**config.mk**
```make
export PLATFORM = sky130hd
export DESIGN_NAME = prog_loader
export DESIGN_NICKNAME = d
export VERILOG_FILES = /design/src/rtl/prog_loader.sv
export SDC_FILE = /design/constraint.sdc
export NUM_CORES = 1
export LEC_CHECK = 0
export BUFFER_PORTS_ARGS = -buffer_cell sky130_fd_sc_hd__buf_2
export CELL_PAD_IN_SITES_DETAIL_PLACEMENT = 1
export CELL_PAD_IN_SITES_GLOBAL_PLACEMENT = 2
export CORE_UTILIZATION = 32
export CTS_BUF_LIST = sky130_fd_sc_hd__clkbuf_16
export DETAILED_ROUTE_END_ITERATION = 8
export GPL_TIMING_DRIVEN = 0
export PLACE_DENSITY_LB_ADDON = 0.1
export SLEW_MARGIN = 40
export SYNTH_ARGS = -nofsm -noshare
export SYNTH_HDL_FRONTEND = slang
export SYNTH_SLANG_ARGS = --single-unit
```
**constraint.sdc**
```tcl
create_clock -name clk -period 2.5 [get_ports clk]
set_input_delay 0.25 -clock clk [delete_from_list [all_inputs] [get_ports clk]]
set_output_delay 0.25 -clock clk [all_outputs]
set_load 0.03 [all_outputs]
```
**src/rtl/prog_loader.sv**
```systemverilog
// Program loader for the single-cycle MIPS core.
// Accepts instruction words over a valid/ready stream, writes them into the
// core's instruction memory, and holds the core in reset until the program
// is complete plus a programmable settling time.
module prog_loader #(
    parameter int ADDR_W     = 8,
    parameter int DATA_W     = 32,
    parameter int RESET_HOLD = 4
) (
    input  logic              clk,
    input  logic              reset,
    input  logic              load_start,
    input  logic              s_valid,
    input  logic [DATA_W-1:0] s_data,
    input  logic              s_last,
    output logic              s_ready,
    output logic              imem_we,
    output logic [ADDR_W-1:0] imem_addr,
    output logic [DATA_W-1:0] imem_wdata,
    output logic              cpu_reset,
    output logic              done,
    output logic              error,
    output logic [ADDR_W:0]   word_count
);

    typedef enum logic [2:0] {
        ST_IDLE,
        ST_LOAD,
        ST_HOLD,
        ST_RUN,
        ST_ERROR
    } state_t;

    localparam int                DEPTH    = 2 ** ADDR_W;
    localparam logic [ADDR_W-1:0] PTR_LAST = ADDR_W'(DEPTH - 1);
    localparam logic [ADDR_W-1:0] PTR_ONE  = ADDR_W'(1);
    localparam logic [ADDR_W:0]   CNT_ONE  = (ADDR_W + 1)'(1);
    localparam logic [7:0]        HOLD_INI = 8'(RESET_HOLD);

    state_t            state;
    logic [ADDR_W-1:0] wr_ptr;
    logic [7:0]        hold_cnt;
    logic              accept_p0;

    // The loader is ready exactly while loading; a word moves when valid meets ready.
    always_comb begin
        s_ready   = (state == ST_LOAD);
        accept_p0 = s_valid & s_ready;
    end

    // Control FSM plus the registered write port towards instruction memory.
    always_ff @(posedge clk) begin
        if (!reset) begin
            state      <= ST_IDLE;
            wr_ptr     <= '0;
            hold_cnt   <= '0;
            imem_we    <= 1'b0;
            imem_addr  <= '0;
            imem_wdata <= '0;
            cpu_reset  <= 1'b1;
            done       <= 1'b0;
            error      <= 1'b0;
            word_count <= '0;
        end else begin
            // ---- write stage: accepted word appears on the memory port one cycle later
            imem_we <= accept_p0;
            if (accept_p0) begin
                imem_addr  <= wr_ptr;
                imem_wdata <= s_data;
                wr_ptr     <= wr_ptr + PTR_ONE;
                word_count <= word_count + CNT_ONE;
            end

            case (state)
                ST_IDLE, ST_RUN, ST_ERROR: begin
                    if (load_start) begin
                        state      <= ST_LOAD;
                        wr_ptr     <= '0;
                        word_count <= '0;
                        error      <= 1'b0;
                        cpu_reset  <= 1'b1;
                        done       <= 1'b0;
                    end
                end
                ST_LOAD: begin
                    if (accept_p0) begin
                        if (s_last) begin
                            state    <= ST_HOLD;
                            hold_cnt <= HOLD_INI;
                        end else if (wr_ptr == PTR_LAST) begin
                            // Memory is full but the program claims more words.
                            state <= ST_ERROR;
                            error <= 1'b1;
                        end
                    end
                end
                ST_HOLD: begin
                    if (hold_cnt == 8'd1) begin
                        state     <= ST_RUN;
                        hold_cnt  <= '0;
                        cpu_reset <= 1'b0;
                        done      <= 1'b1;
                    end else begin
                        hold_cnt <= hold_cnt - 8'd1;
                    end
                end
                default: begin
                    state     <= ST_IDLE;
                    cpu_reset <= 1'b1;
                    done      <= 1'b0;
                end
            endcase
        end
    end

endmodule

```
======== Word level (Yosys, flattened, before mapping) ========
Index checks and enable logic that the tools add are counted.
W data, S select, Z words.
word-level totals
  flip-flop bits (word level) ............. 72
  output and inout port bits .............. 54
  word-level logic and storage cells ...... 62
operators by class
  add/subtract/negate cells ............... 3
  equality and inequality tests ........... 13
  muxes and demuxes ....................... 26
  bitwise operators ....................... 2
  reductions and logical operators ........ 8
operator list
  cell                   count
  $mux W8                6
  $mux W9                3
  $pmux W8 S2            1
  $mux W3                5
  $add A9 B1 Y9 const B  1
  $pmux W3 S3            1
  $add A8 B1 Y8 const B  1
  $eq A8 B1 Y1 const B   1
  $eq A8 B8 Y1 const B   1
  $ne A2 B2 Y1 const B   4
  $sub A8 B1 Y8 const B  1
  $mux W1                7
  $eq A3 B2 Y1 const B   2
  $pmux W1 S3            2
  $reduce_and A3 Y1      2
  $reduce_and A5 Y1      1
  $ne A2 B1 Y1 const B   2
  $reduce_and A4 Y1      1
  $reduce_bool A2 Y1     2
  $eq A3 B1 Y1 const B   1
  $eq A3 B3 Y1 const B   1
  $logic_not A3 Y1       1
  $ne A3 B2 Y1 const B   1
  $reduce_or A3 Y1       1
  other kinds (3)        3

======== Logic depth before layout (Yosys ltp) ========
Gate-level depths: netlist (run 1).
  depth in word-level cells ............... 5
  depth in mapped cells ................... 6
  depth with buffers taken out ............ 6

======== Least setup slack after synthesis (run 1) ========
No wires, ideal clock.
  path kind ............................... flip-flop to flip-flop
  start point ............................. register word_count[0]
  end point ............................... register word_count[8]
  library setup time ...................... 122 ps
  arrival time ............................ 1313 ps
  data required time ...................... 2378 ps
  slack ................................... 1065 ps
  cell stages (with the launch flop) ...... 6
  cells stage by stage .................... dfxtp_1 -> ha_1 -> nand3_1 -> nor4_1 -> xnor2_1 -> nor2_1
on the way
  longest elaborated chain between the ends .. 4
RTL lines
  element                   RTL line  RTL
  start: declaration        23        output logic [ADDR_W:0] word_count
  start signal: assignment  71        word_count <= word_count + CNT_ONE;
  $add A9 B1 Y9 (*)         71
  $mux W9 (*)               67        if (accept_p0) begin
  $mux W9                   76        if (load_start) begin
  $mux W9 (*)               74        case (state)
Mark *: on every way between the ends. The rest lies on a longest branch, timed or not.
A chain may end at the register's enable or synchronous reset.

======== Final worst setup path (run 1) ========
  start point ............................. register state[0]
  end point ............................... register word_count[5]
on the way
  longest elaborated chain between the ends .. 5
  elaborated cells between the ends (all ways) .. 9
RTL lines
  element                   RTL line  RTL
  start: declaration        40        state_t state;
  start signal: assignment  54        state <= ST_IDLE;
  start signal: assignment  77        state <= ST_LOAD;
  start signal: assignment  88        state <= ST_HOLD;
  $eq A3 B1 Y1              47        s_ready = (state == ST_LOAD);
  $and A1 B1 Y1             48        accept_p0 = s_valid & s_ready;
  $mux W9                   67
  $mux W9                   76
  $mux W9 (*)               74
Marked as above.

==> results.ini, run 1 <==
[timing]
finalCriticalPeriod_ps=1640
finalSetupViolations=0
relSlewSlack_pct=65.1
max_freq_mhz=609
hold_viol=0
worst_pin_slew_ps=524
finalMaxSlewViolations=0
finClkSkew_ps=7.13
hold_slack_ps=163
layout_setup_ws_ps=859
rsz0062_at_grt=false
fin_setup_tns_ps=0
post-route-period-util_pct=65.6

[synth]
synth_top_cell_by_area=dfxtp_1
netlist_area_sq_um=3050
synth_ff_type=dfxtp_1
yosysTopAreaCellShare_pct=47.2
synth_cell_types=39
async_flop_share_pct=0
syn_avg_cell_area_sq_um=8.58
syn_nets=397
yosysWarnings=0
synth_edf_count=0
ys_ff_latch=72
ys_seq_area_share_pct=47.2
ys_top_cells_by_area=dfxtp_1 47%, nand2_1 11%, a21boi_0 10%, nor2_1 3.9%, xnor2_1 3.4%
syn_inst=356

[setup_path]
crit_fanout=10
r2r_slack_ps=860
start_kind=flip-flop
path_class=reg2reg
arrival_ps=1860
reg2reg_from=state[0]
r2r_end=word_count[5]
r2r_cells=6
cp-end-kind=flip-flop
worstPathRequired_ps=2720

[placed_design]
pre_cts_slack_ps=794
numPortBuffers=89
hpwl_microns=5600
globalplace.congestion=0.765
place_area_sq_um=3660

[global_route]
grt_pass1_vias=2827
track_usage_pct=17.1
grt_pass1_wl_microns=13300
antenna_found_initial=0
overflow=0
grt_max_degree=13

[detailed_routing]
routedWlPerCell_microns=13.0
wl_microns=7660
ant_nets=0
routed_via_density=4.65
dr.pass1.iters=4
vias=2745
drc_errors=0
drt_iter0_markers=24

[die]
fp.dieH_microns=99.7
core_area_sq_um=9240
ios=91
start_util_pct=33.0
dieArea_sq_um=9940
dieWidth_microns=99.7
core.rowCount=35

[hold_path]
hold_end=imem_wdata[17]
whs_path_depth=3
hold_path_class=in2reg
hold_path_startpoint=s_data[17]

[clock_tree]
ctsResizeCount=0
cts_tree=yes
cts_root_buffer=clkbuf_16
path_clk_slew_ps=60
ctsHoldBuffers=0
cts_buffer_depth=2
cts-htree-levels=3
cts_made_buffers=9
cts_setup_buffers=0
cts.sinks=72
insertion_delay_ps=330

[layout]
syn2layout_area_growth_pct=30.9
fin_area_sq_um=4000
diodes=0
drive_gt1_share_pct=26.0
fill_cells=1161
num-nets-final=497
utilization_pct=43.2

[power_and_ir_drop]
ir_drop_uv=302
p_leak_uw=0.00164
power_density_nw_per_um2=760

[status]
status=complete, no violations

[flow_run]
cap_viol_max_count=0

==> cell usage after synthesis (2+ instances only) <==
library cell,n
ha_1,4
xor2_1,10
clkbuf_1,13
nor2_1,32
nor2b_1,5
o21ai_0,4
xnor2_1,12
a31oi_1,2
nor4_1,5
inv_1,7
o211ai_1,4
nor3_1,6
dfxtp_1,72
nand3_1,5
nand2_1,91
buf_2,8
a21oi_1,7
nand4_1,5
and2_1,2
nor3b_1,2
buf_6,2
a21boi_0,41
==> worst max-delay path: stages, from the launching register on <==
cell	delay, ps
dfxtp_1	320
buf_2	180
nor3b_1	290
a21oi_1	70
nand2_1	280
buf_2	300
nor2_1	80
==> kinds of logic after synthesis <==
family / after synthesis / share of synthesized area [%]
and+or+nand+nor: 161 / 23.7
DFF: 72 / 47.2
AOI/OAI and AO/OA: 67 / 16.6
buffers and inverters: 30 / 4.51
xor gates and xnor gates: 22 / 6.31
adders and majority gates: 4 / 1.64
==> placed cells by master, fill, tap and decap left out, types with 2 or more instances in the layout <==
master,Yosys,routed
nor3b_1,2,2
nor2b_1,5,5
a21boi_0,41,41
nor3_1,6,6
buf_2,8,97
o211ai_1,4,4
ha_1,4,4
nor4_1,5,5
nand3_1,5,5
and2_1,2,2
clkbuf_16,0,9
inv_1,7,8
bufinv_16,0,3
buf_6,2,2
xor2_1,10,10
a31oi_1,2,2
o21ai_0,4,4
nor2_1,32,32
a21oi_1,7,7
nand4_1,5,5
clkbuf_1,13,13
xnor2_1,12,12
nand2_1,91,91
dfxtp_1,72,72
==> cell type report <==
| type | instances | area (sq um) | area share (%) |
|---|---|---|---|
| multi-input cells | 254 | 1470 | 36.9 |
| flip-flops and latches | 72 | 1440 | 36.1 |
| repair buffers | 89 | 445 | 11.1 |
| clock buffers | 9 | 225 | 5.64 |
| well taps | 129 | 161 | 4.04 |
| clock inverters | 7 | 111 | 2.79 |
| plain buffers | 23 | 111 | 2.79 |
| inverters | 7 | 26.3 | 0.657 |
==> state kept, by name, summed over array words and instances (netlist names) <==
register,count
cpu_reset,1
imem_wdata,32
imem_addr,8
state,3
error,1
imem_we,1
wr_ptr,8
word_count,9
done,1
hold_cnt,8
==> through the flow <==
step,std cells,power (uW)
CTS,590,3080
global route,590,3180
floorplan,356,1490
detailed placement,574,1610
finish,590,3040
global placement,574,1600
==> power breakdown <==
group | leakage (uW) | switching (uW) | internal (uW)
Sequential | 0.000583 | 31.2 | 1190
Clock | 0.000168 | 493 | 968
Combinational | 0.000888 | 224 | 132
==> how the worst max path moves through the flow <==
stage | startpoint | endpoint | slack (ps) | cells after the start
2_1_floorplan | word_count[0] | word_count[8] | 1060 | 5
3_3_place_gp | state[1] | imem_wdata[9] | 880 | 5
3_5_place_dp | state[1] | imem_wdata[15] | 790 | 5
4_1_cts | state[1] | imem_wdata[15] | 780 | 5
5_1_grt | state[1] | imem_wdata[8] | 640 | 5
6_report | state[0] | word_count[5] | 860 | 6
==> per-layer routing <==
metal	up-vias	part of all wire [%]	wire, microns	GRT usage, %
met4	0	1.9	143	7.47
li1	1378	-	-	-
met1	1294	47	3590	20.6
met2	63	46	3540	28.6
met5	-	0	0	0
met3	10	5.1	393	4.50
No activity file was read; power rests on OpenSTA's default activity.
==> inputs of run 2 (changes only) <==
--- a/config.mk
+++ b/config.mk
@@ -5,10 +5,11 @@
 export SDC_FILE = /design/constraint.sdc
 export NUM_CORES = 1
 export LEC_CHECK = 0
+export ABC_AREA = 1
 export BUFFER_PORTS_ARGS = -buffer_cell sky130_fd_sc_hd__buf_2
 export CELL_PAD_IN_SITES_DETAIL_PLACEMENT = 1
 export CELL_PAD_IN_SITES_GLOBAL_PLACEMENT = 2
-export CORE_UTILIZATION = 32
+export CORE_UTILIZATION = 25
 export CTS_BUF_LIST = sky130_fd_sc_hd__clkbuf_16
 export DETAILED_ROUTE_END_ITERATION = 8
 export GPL_TIMING_DRIVEN = 0
==> constraint.sdc (replaced) <==
create_clock -name clk -period 1.32 [get_ports clk]
set_input_delay 0.132 -clock clk [delete_from_list [all_inputs] [get_ports clk]]
set_output_delay 0.132 -clock clk [all_outputs]
set_load 0.03 [all_outputs]
==> results.ini, run 2 <==
[status]
status=complete, but fails checks  ; was complete, no violations
violations=setup timing

[detailed_routing]
ant_nets=0  ; unchanged
wl_microns=9930  ; was 7660 microns
routed_via_density=4.41  ; was 4.65
dr.pass1.iters=4  ; unchanged
drt_iter0_markers=88  ; was 24
routedWlPerCell_microns=13.4  ; was 13.0 microns
vias=3266  ; was 2,745
drc_errors=0  ; unchanged

[setup_path]
worstPathCellList=inv_2 -> nand3_4 -> buf_4 -> o21ai_4 -> nand2_8 -> o21ai_2 -> nor2_1  ; was buf_2 -> nor3b_1 -> a21oi_1 -> nand2_1 -> buf_2 -> nor2_1
crit_fanout=6  ; was 10
cp_num_buf_inv=2  ; unchanged
start_kind=flip-flop  ; unchanged
arrival_ps=1630  ; was 1860 ps
crit_path_max_incr_delay_ps=340  ; was 320 ps
cp-end-kind=flip-flop  ; unchanged
path_class=reg2reg  ; unchanged
worstPathRequired_ps=1540  ; was 2720 ps
slowest_stage=dfxtp_2  ; was dfxtp_1
path_delay_family=compound AO/OA/AOI/OAI gates  ; was simple AND/OR/NAND/NOR gates

[clock_tree]
path_clk_slew_ps=60  ; about the same
cts_buffer_depth=2  ; unchanged
cts_made_buffers=9  ; unchanged
cts-htree-levels=3  ; unchanged
cts_root_buffer=clkbuf_16  ; unchanged
cts.sinks=72  ; unchanged
insertion_delay_ps=330  ; about the same
cts_tree=yes  ; unchanged

[global_route]
grt_pass1_vias=3294  ; was 2,827
grt_util_met1_pct=20.4  ; was 20.6%
met3_usage_pct=4.30  ; was 4.50%
antenna_found_initial=0  ; unchanged
use_met2_pct=25.2  ; was 28.6%
overflow=0  ; unchanged
track_usage_pct=16.0  ; was 17.1%
grt_pass1_wl_microns=16000  ; was 13,300 microns
top_usage_layer=met2  ; unchanged
grt_max_degree=12  ; was 13

[synth]
ys_top_cells_by_area=dfxtp_1 46%, nor2_1 13%, nand2_1 8.7%, o21ai_0 6.9%, inv_1 5.1%  ; was dfxtp_1 47%, nand2_1 11%, a21boi_0 10%, nor2_1 3.9%, xnor2_1 3.4%
async_flop_share_pct=0  ; unchanged
yosysWarnings=0  ; unchanged
synth.most_common_cell=nor2_1  ; was nand2_1
muxShareOfSynthArea_pct=0  ; unchanged
synthXorXnorAreaFrac_pct=0.844  ; was 6.31%
netlist_area_sq_um=3110  ; was 3050 sq um
syn_avg_cell_area_sq_um=7.09  ; was 8.58 sq um
syn_inst=439  ; was 356
ys_ff_latch=72  ; unchanged
synth_compound_area_share_pct=12.0  ; was 16.6%
synth_fa_ha_area_share_pct=1.61  ; was 1.64%
synth_cell_types=27  ; was 39
ys_seq_area_share_pct=46.3  ; was 47.2%
syn_nets=480  ; was 397
yosys.area_share.simple_pct=31.0  ; was 23.7%
synth_edf_count=0  ; unchanged
synth_top_cell_by_area=dfxtp_1  ; unchanged
synthTopCellsByCount=107 x nor2_1, 72 x dfxtp_1, 72 x nand2_1  ; was 91 x nand2_1, 72 x dfxtp_1, 41 x a21boi_0
synth_ff_type=dfxtp_1  ; unchanged
synth_top_family_by_area=simple AND/OR/NAND/NOR gates  ; unchanged
yosysTopAreaCellShare_pct=46.3  ; was 47.2%

[power_and_ir_drop]
power_density_nw_per_um2=2130  ; was 760 nW/um^2
p_leak_uw=0.00222  ; was 0.00164 uW
p_int_uw=5870  ; was 2290 uW
ir_drop_uv=633  ; was 302 uV
netSwitchingPower_uw=4060  ; was 748 uW
seq_power_share_pct=29.8  ; was 40.2%
pwr-share-clk_pct=23.8  ; was 48.1%
power_frac_comb_pct=46.5  ; was 11.7%
sw_frac_of_total_pct=40.9  ; was 24.6%

[placed_design]
hpwl_microns=6570  ; was 5600 microns
dp.cells=696  ; was 574
numPortBuffers=89  ; unchanged
globalplace.congestion=0.723  ; was 0.765

[layout]
largest_register=imem_wdata  ; unchanged
largest_reg_flops=32  ; unchanged
num-nets-final=608  ; was 497
largest_registers=imem_wdata x32, word_count x9  ; unchanged
final_cell_mix=90 x nor2_1, 88 x buf_2, 67 x nand2_1  ; was 97 x buf_2, 91 x nand2_1, 72 x dfxtp_1
final_common_cell=nor2_1  ; was buf_2
syn2layout_area_growth_pct=49.6  ; was 30.9%
diodes=0  ; unchanged
drive_gt1_share_pct=34.8  ; was 26.0%
fill_cells=1501  ; was 1,161
layoutNonFillerInstCount=740  ; was 590

[die]
start_util_pct=25.8  ; was 33.0%
dieArea_sq_um=12900  ; was 9940 sq um
ios=91  ; unchanged
core_area_sq_um=12100  ; was 9240 sq um
core.rowCount=40  ; was 35
dieWidth_microns=114  ; was 99.7 microns
fp.dieH_microns=114  ; was 99.7 microns

[timing]
worst_pin_slew_ps=610  ; was 524 ps
max_freq_mhz=708  ; was 609 MHz
relSlewSlack_pct=59.3  ; was 65.1%
finalCriticalPeriod_ps=1410  ; was 1640 ps
layout_setup_ws_ps=-92.7  ; was 859 ps
hold_slack_ps=1.29  ; was 163 ps
hold_viol=0  ; unchanged
rsz0062_at_grt=true  ; was false
finClkSkew_ps=3.97  ; was 7.13 ps
fin_setup_tns_ps=-1130  ; was 0 ps
finalMaxSlewViolations=0  ; unchanged
post-route-period-util_pct=107  ; was 65.6%
finalSetupViolations=39  ; was 0

[hold_path]
hold_path_class=in2reg  ; unchanged

[flow_run]
cap_viol_max_count=0  ; unchanged

[run 2: routing by layer]
layer	share of wire (%)	vias up
met1	46	1541
met5	0	-
met2	47	65
met4	2.0	0
met3	4.8	11
li1	-	1649
[run 2: logic make-up (layout without fill, tap and decap cells)]
family                   count (synthesis)  after routing
AND/OR/NAND/NOR                        227            227
AO/OA/AOI/OAI                           72             72
flip-flops                              72             72
buffers and inverters                   61            194
adder cells (fa/ha/maj)                  4              4
XOR/XNOR                                 3              3
[run 2: metrics by stage]
step | setup WS, ps | power, uW | area (sq um) | util, %
after floorplan | 5.60 | 5350 | 3110 | -
after global placement | -265 | 6290 | 3770 | 31.2
after detailed placement | -245 | 6340 | 3770 | 31.2
after CTS | -88.4 | 9440 | 4360 | 36.1
after global routing | -155 | 10600 | 4660 | 38.6
final | -92.7 | 9930 | 4660 | 38.6
[run 2: worst reg2reg max path, stage by stage (launching register included)]
cell and delay [ps]:
dfxtp_2 340, inv_2 70, nand3_4 130, buf_4 190
o21ai_4 210, nand2_8 100, o21ai_2 180, nor2_1 70
[run 2: cell type report]
cell class | instances | area (sq um) | area share, %
Clock inverter | 7 | 53.8 | 1.16
Multi-Input combinational cell | 306 | 1600 | 34.4
Tap cell | 168 | 210 | 4.51
Timing Repair Buffer | 118 | 767 | 16.5
Sequential cell | 72 | 1450 | 31.2
Inverter | 45 | 179 | 3.84
Clock buffer | 9 | 225 | 4.84
Buffer | 15 | 164 | 3.52
[run 2: worst paths after layout]
path             start            end  slack, ps  depth (start not counted)
max           state[2]    hold_cnt[6]        -90                          7
min          s_data[4]  imem_wdata[4]          1                          3
max reg2reg   state[2]    hold_cnt[6]        -90                          7
min reg2reg  cpu_reset      cpu_reset        470                          2
[run 2: repair_timing]
item                                    in CTS  in global routing
endpoints found under the hold margin        1                  0
gates resized for setup                     43                 66
gates cloned                                 2                  4
hold buffers                                 1                  0
buffers inserted                            16                  6
pin swaps                                   15                 14
endpoints found under the setup margin      72                 72
[run 2: power by group through the flow]
stage | Sequential [uW] | Clock (uW) | Combinational [uW]
6_report | 2950 | 2360 | 4610
5_1_grt | 3020 | 2540 | 5070
4_1_cts | 2930 | 2450 | 4060
3_5_place_dp | 2950 | 0 | 3390
2_1_floorplan | 3490 | 0 | 1860
3_3_place_gp | 2930 | 0 | 3360
==> inputs of run 3 (changes only) <==
--- a/config.mk
+++ b/config.mk
@@ -10,7 +10,6 @@
 export CELL_PAD_IN_SITES_DETAIL_PLACEMENT = 1
 export CELL_PAD_IN_SITES_GLOBAL_PLACEMENT = 2
 export CORE_UTILIZATION = 25
-export CTS_BUF_LIST = sky130_fd_sc_hd__clkbuf_16
 export DETAILED_ROUTE_END_ITERATION = 8
 export GPL_TIMING_DRIVEN = 0
 export PLACE_DENSITY_LB_ADDON = 0.1
==> results.ini, run 3 (synthesis results as in run 2) <==
[status]
status=complete, but fails checks  ; unchanged
violations=setup timing  ; unchanged

[die]
dieArea_sq_um=12900  ; unchanged
core_area_sq_um=12100  ; unchanged
ios=91  ; unchanged
fp.dieH_microns=114  ; unchanged
dieWidth_microns=114  ; unchanged
start_util_pct=25.8  ; unchanged
core.rowCount=40  ; unchanged

[placed_design]
numPortBuffers=89  ; unchanged
globalplace.congestion=0.723  ; unchanged
hpwl_microns=6570  ; unchanged
pre_cts_slack_ps=-245  ; unchanged

[timing]
hold_viol=0  ; unchanged
hold_slack_ps=1.47  ; was 1.29 ps
relSlewSlack_pct=58.1  ; was 59.3%
rsz0062_at_grt=true  ; unchanged
worst_pin_slew_ps=628  ; was 610 ps
layout_setup_ws_ps=-80.9  ; was -92.7 ps
max_freq_mhz=714  ; was 708 MHz
finalCriticalPeriod_ps=1400  ; was 1410 ps
finalSetupViolations=30  ; was 39
post-route-period-util_pct=106  ; was 107%
finalMaxSlewViolations=0  ; unchanged
finClkSkew_ps=3.35  ; was 3.97 ps

[layout]
final_common_cell=nor2_1  ; unchanged
largest_reg_flops=32  ; unchanged
num-nets-final=608  ; unchanged
syn2layout_area_growth_pct=50.9  ; was 49.6%
drive_gt1_share_pct=35.3  ; was 34.8%
utilization_pct=38.9  ; was 38.6%
largest_register=imem_wdata  ; unchanged
largest_registers=imem_wdata x32, word_count x9  ; unchanged
final_cell_mix=91 x nor2_1, 88 x buf_2, 67 x nand2_1  ; was 90 x nor2_1, 88 x buf_2, 67 x nand2_1
diodes=0  ; unchanged

[setup_path]
start_kind=flip-flop  ; unchanged
cp-end-kind=output port  ; was flip-flop
arrival_ps=1270  ; was 1630 ps
r2r_cells=7  ; unchanged
worstPathRequired_ps=1190  ; was 1540 ps
path_class=reg2out  ; was reg2reg
crit_fanout=5  ; was 6

[detailed_routing]
ant_nets=0  ; unchanged
drt_iter0_markers=105  ; was 88
vias=3281  ; was 3,266
drc_errors=0  ; unchanged
dr.pass1.iters=4  ; unchanged
routed_via_density=4.43  ; was 4.41
wl_microns=9970  ; was 9930 microns
routedWlPerCell_microns=13.5  ; was 13.4 microns

[global_route]
met3_usage_pct=4.14  ; was 4.30%
grt_max_degree=12  ; unchanged
use_met2_pct=25.5  ; was 25.2%
antenna_found_initial=0  ; unchanged
track_usage_pct=16.0  ; about the same
top_usage_layer=met2  ; unchanged
grt_pass1_vias=3318  ; was 3,294
grt_pass1_wl_microns=16000  ; about the same
grt_util_met1_pct=20.3  ; was 20.4%
overflow=0  ; unchanged

[clock_tree]
cts_root_buffer=clkbuf_16  ; unchanged
cts_tree=yes  ; unchanged
cts_made_buffers=9  ; unchanged
cts_buffer_depth=2  ; unchanged
cts.sinks=72  ; unchanged
cts-htree-levels=3  ; unchanged
insertion_delay_ps=330  ; about the same
path_clk_slew_ps=60  ; about the same

[power_and_ir_drop]
p_leak_uw=0.00223  ; was 0.00222 uW
power_density_nw_per_um2=2170  ; was 2130 nW/um^2
ir_drop_uv=629  ; was 633 uV

[hold_path]
whs_path_depth=3  ; unchanged
hold_path_class=in2reg  ; unchanged

[flow_run]
cap_viol_max_count=0  ; unchanged

[run 3: cell count changes in the layout (fill, tap and decap cells not counted), sizes merged]
cell	before	now
clkinv	5	1
inv	46	45
clkbuf	17	22
[run 3: worst paths after layout]
| kind | startpoint | end | slack (ps) |
|---|---|---|---|
| setup reg to reg | state[1] | hold_cnt[6] | -80 |
| setup / recovery | state[1] | s_ready | -80 |
| hold / removal | s_data[4] | imem_wdata[4] | 1 |
| hold reg to reg | cpu_reset | cpu_reset | 470 |
[run 3: timing repair]
item,4_1_cts,5_1_grt
endpoints found under the hold margin,1,0
resized for setup,42,60
setup endpoints to repair,72,72
gates cloned,2,4
pin swaps,16,17
buffers inserted,16,7
hold buffers,1,0
[run 3: area by class of cell]
| cell class | instances | area, sq um |
|---|---|---|
| Sequential cell | 72 | 1450 |
| Clock inverter | 2 | 35.0 |
| Inverter | 45 | 179 |
| Tap cell | 168 | 210 |
| Clock buffer | 14 | 284 |
| Multi-Input combinational cell | 306 | 1610 |
| Buffer | 15 | 160 |
| Timing Repair Buffer | 118 | 767 |
| Fill cell | 1498 | 7370 |
[run 3: stage by stage]
stage	TNS, ps	instances	total power (uW)	area, sq um
2_1_floorplan	0	439	5350	3110
3_3_place_gp	-7900	696	6290	3770
3_5_place_dp	-9910	696	6340	3770
4_1_cts	-819	731	9690	4390
5_1_grt	-6990	740	10900	4690
6_report	-755	740	10200	4690
[run 3: where the power goes]
group | internal (uW) | switching, uW
logic | 1790 | 2830
clock network | 1670 | 936
registers | 2640 | 298
[run 3: worst max-delay path, cell delays in order (launching register included)]
cell     delay, ps
dfxtp_2        330
inv_2           80
nand3_4        120
buf_4          170
inv_4           70
buf_4          160
[run 3: per-layer routing]
metal  part of all wire (%)  up-vias
met2                     47       64
met5                      0        -
met3                    4.5       15
li1                       -     1649
met4                    2.1        0
met1                     46     1553
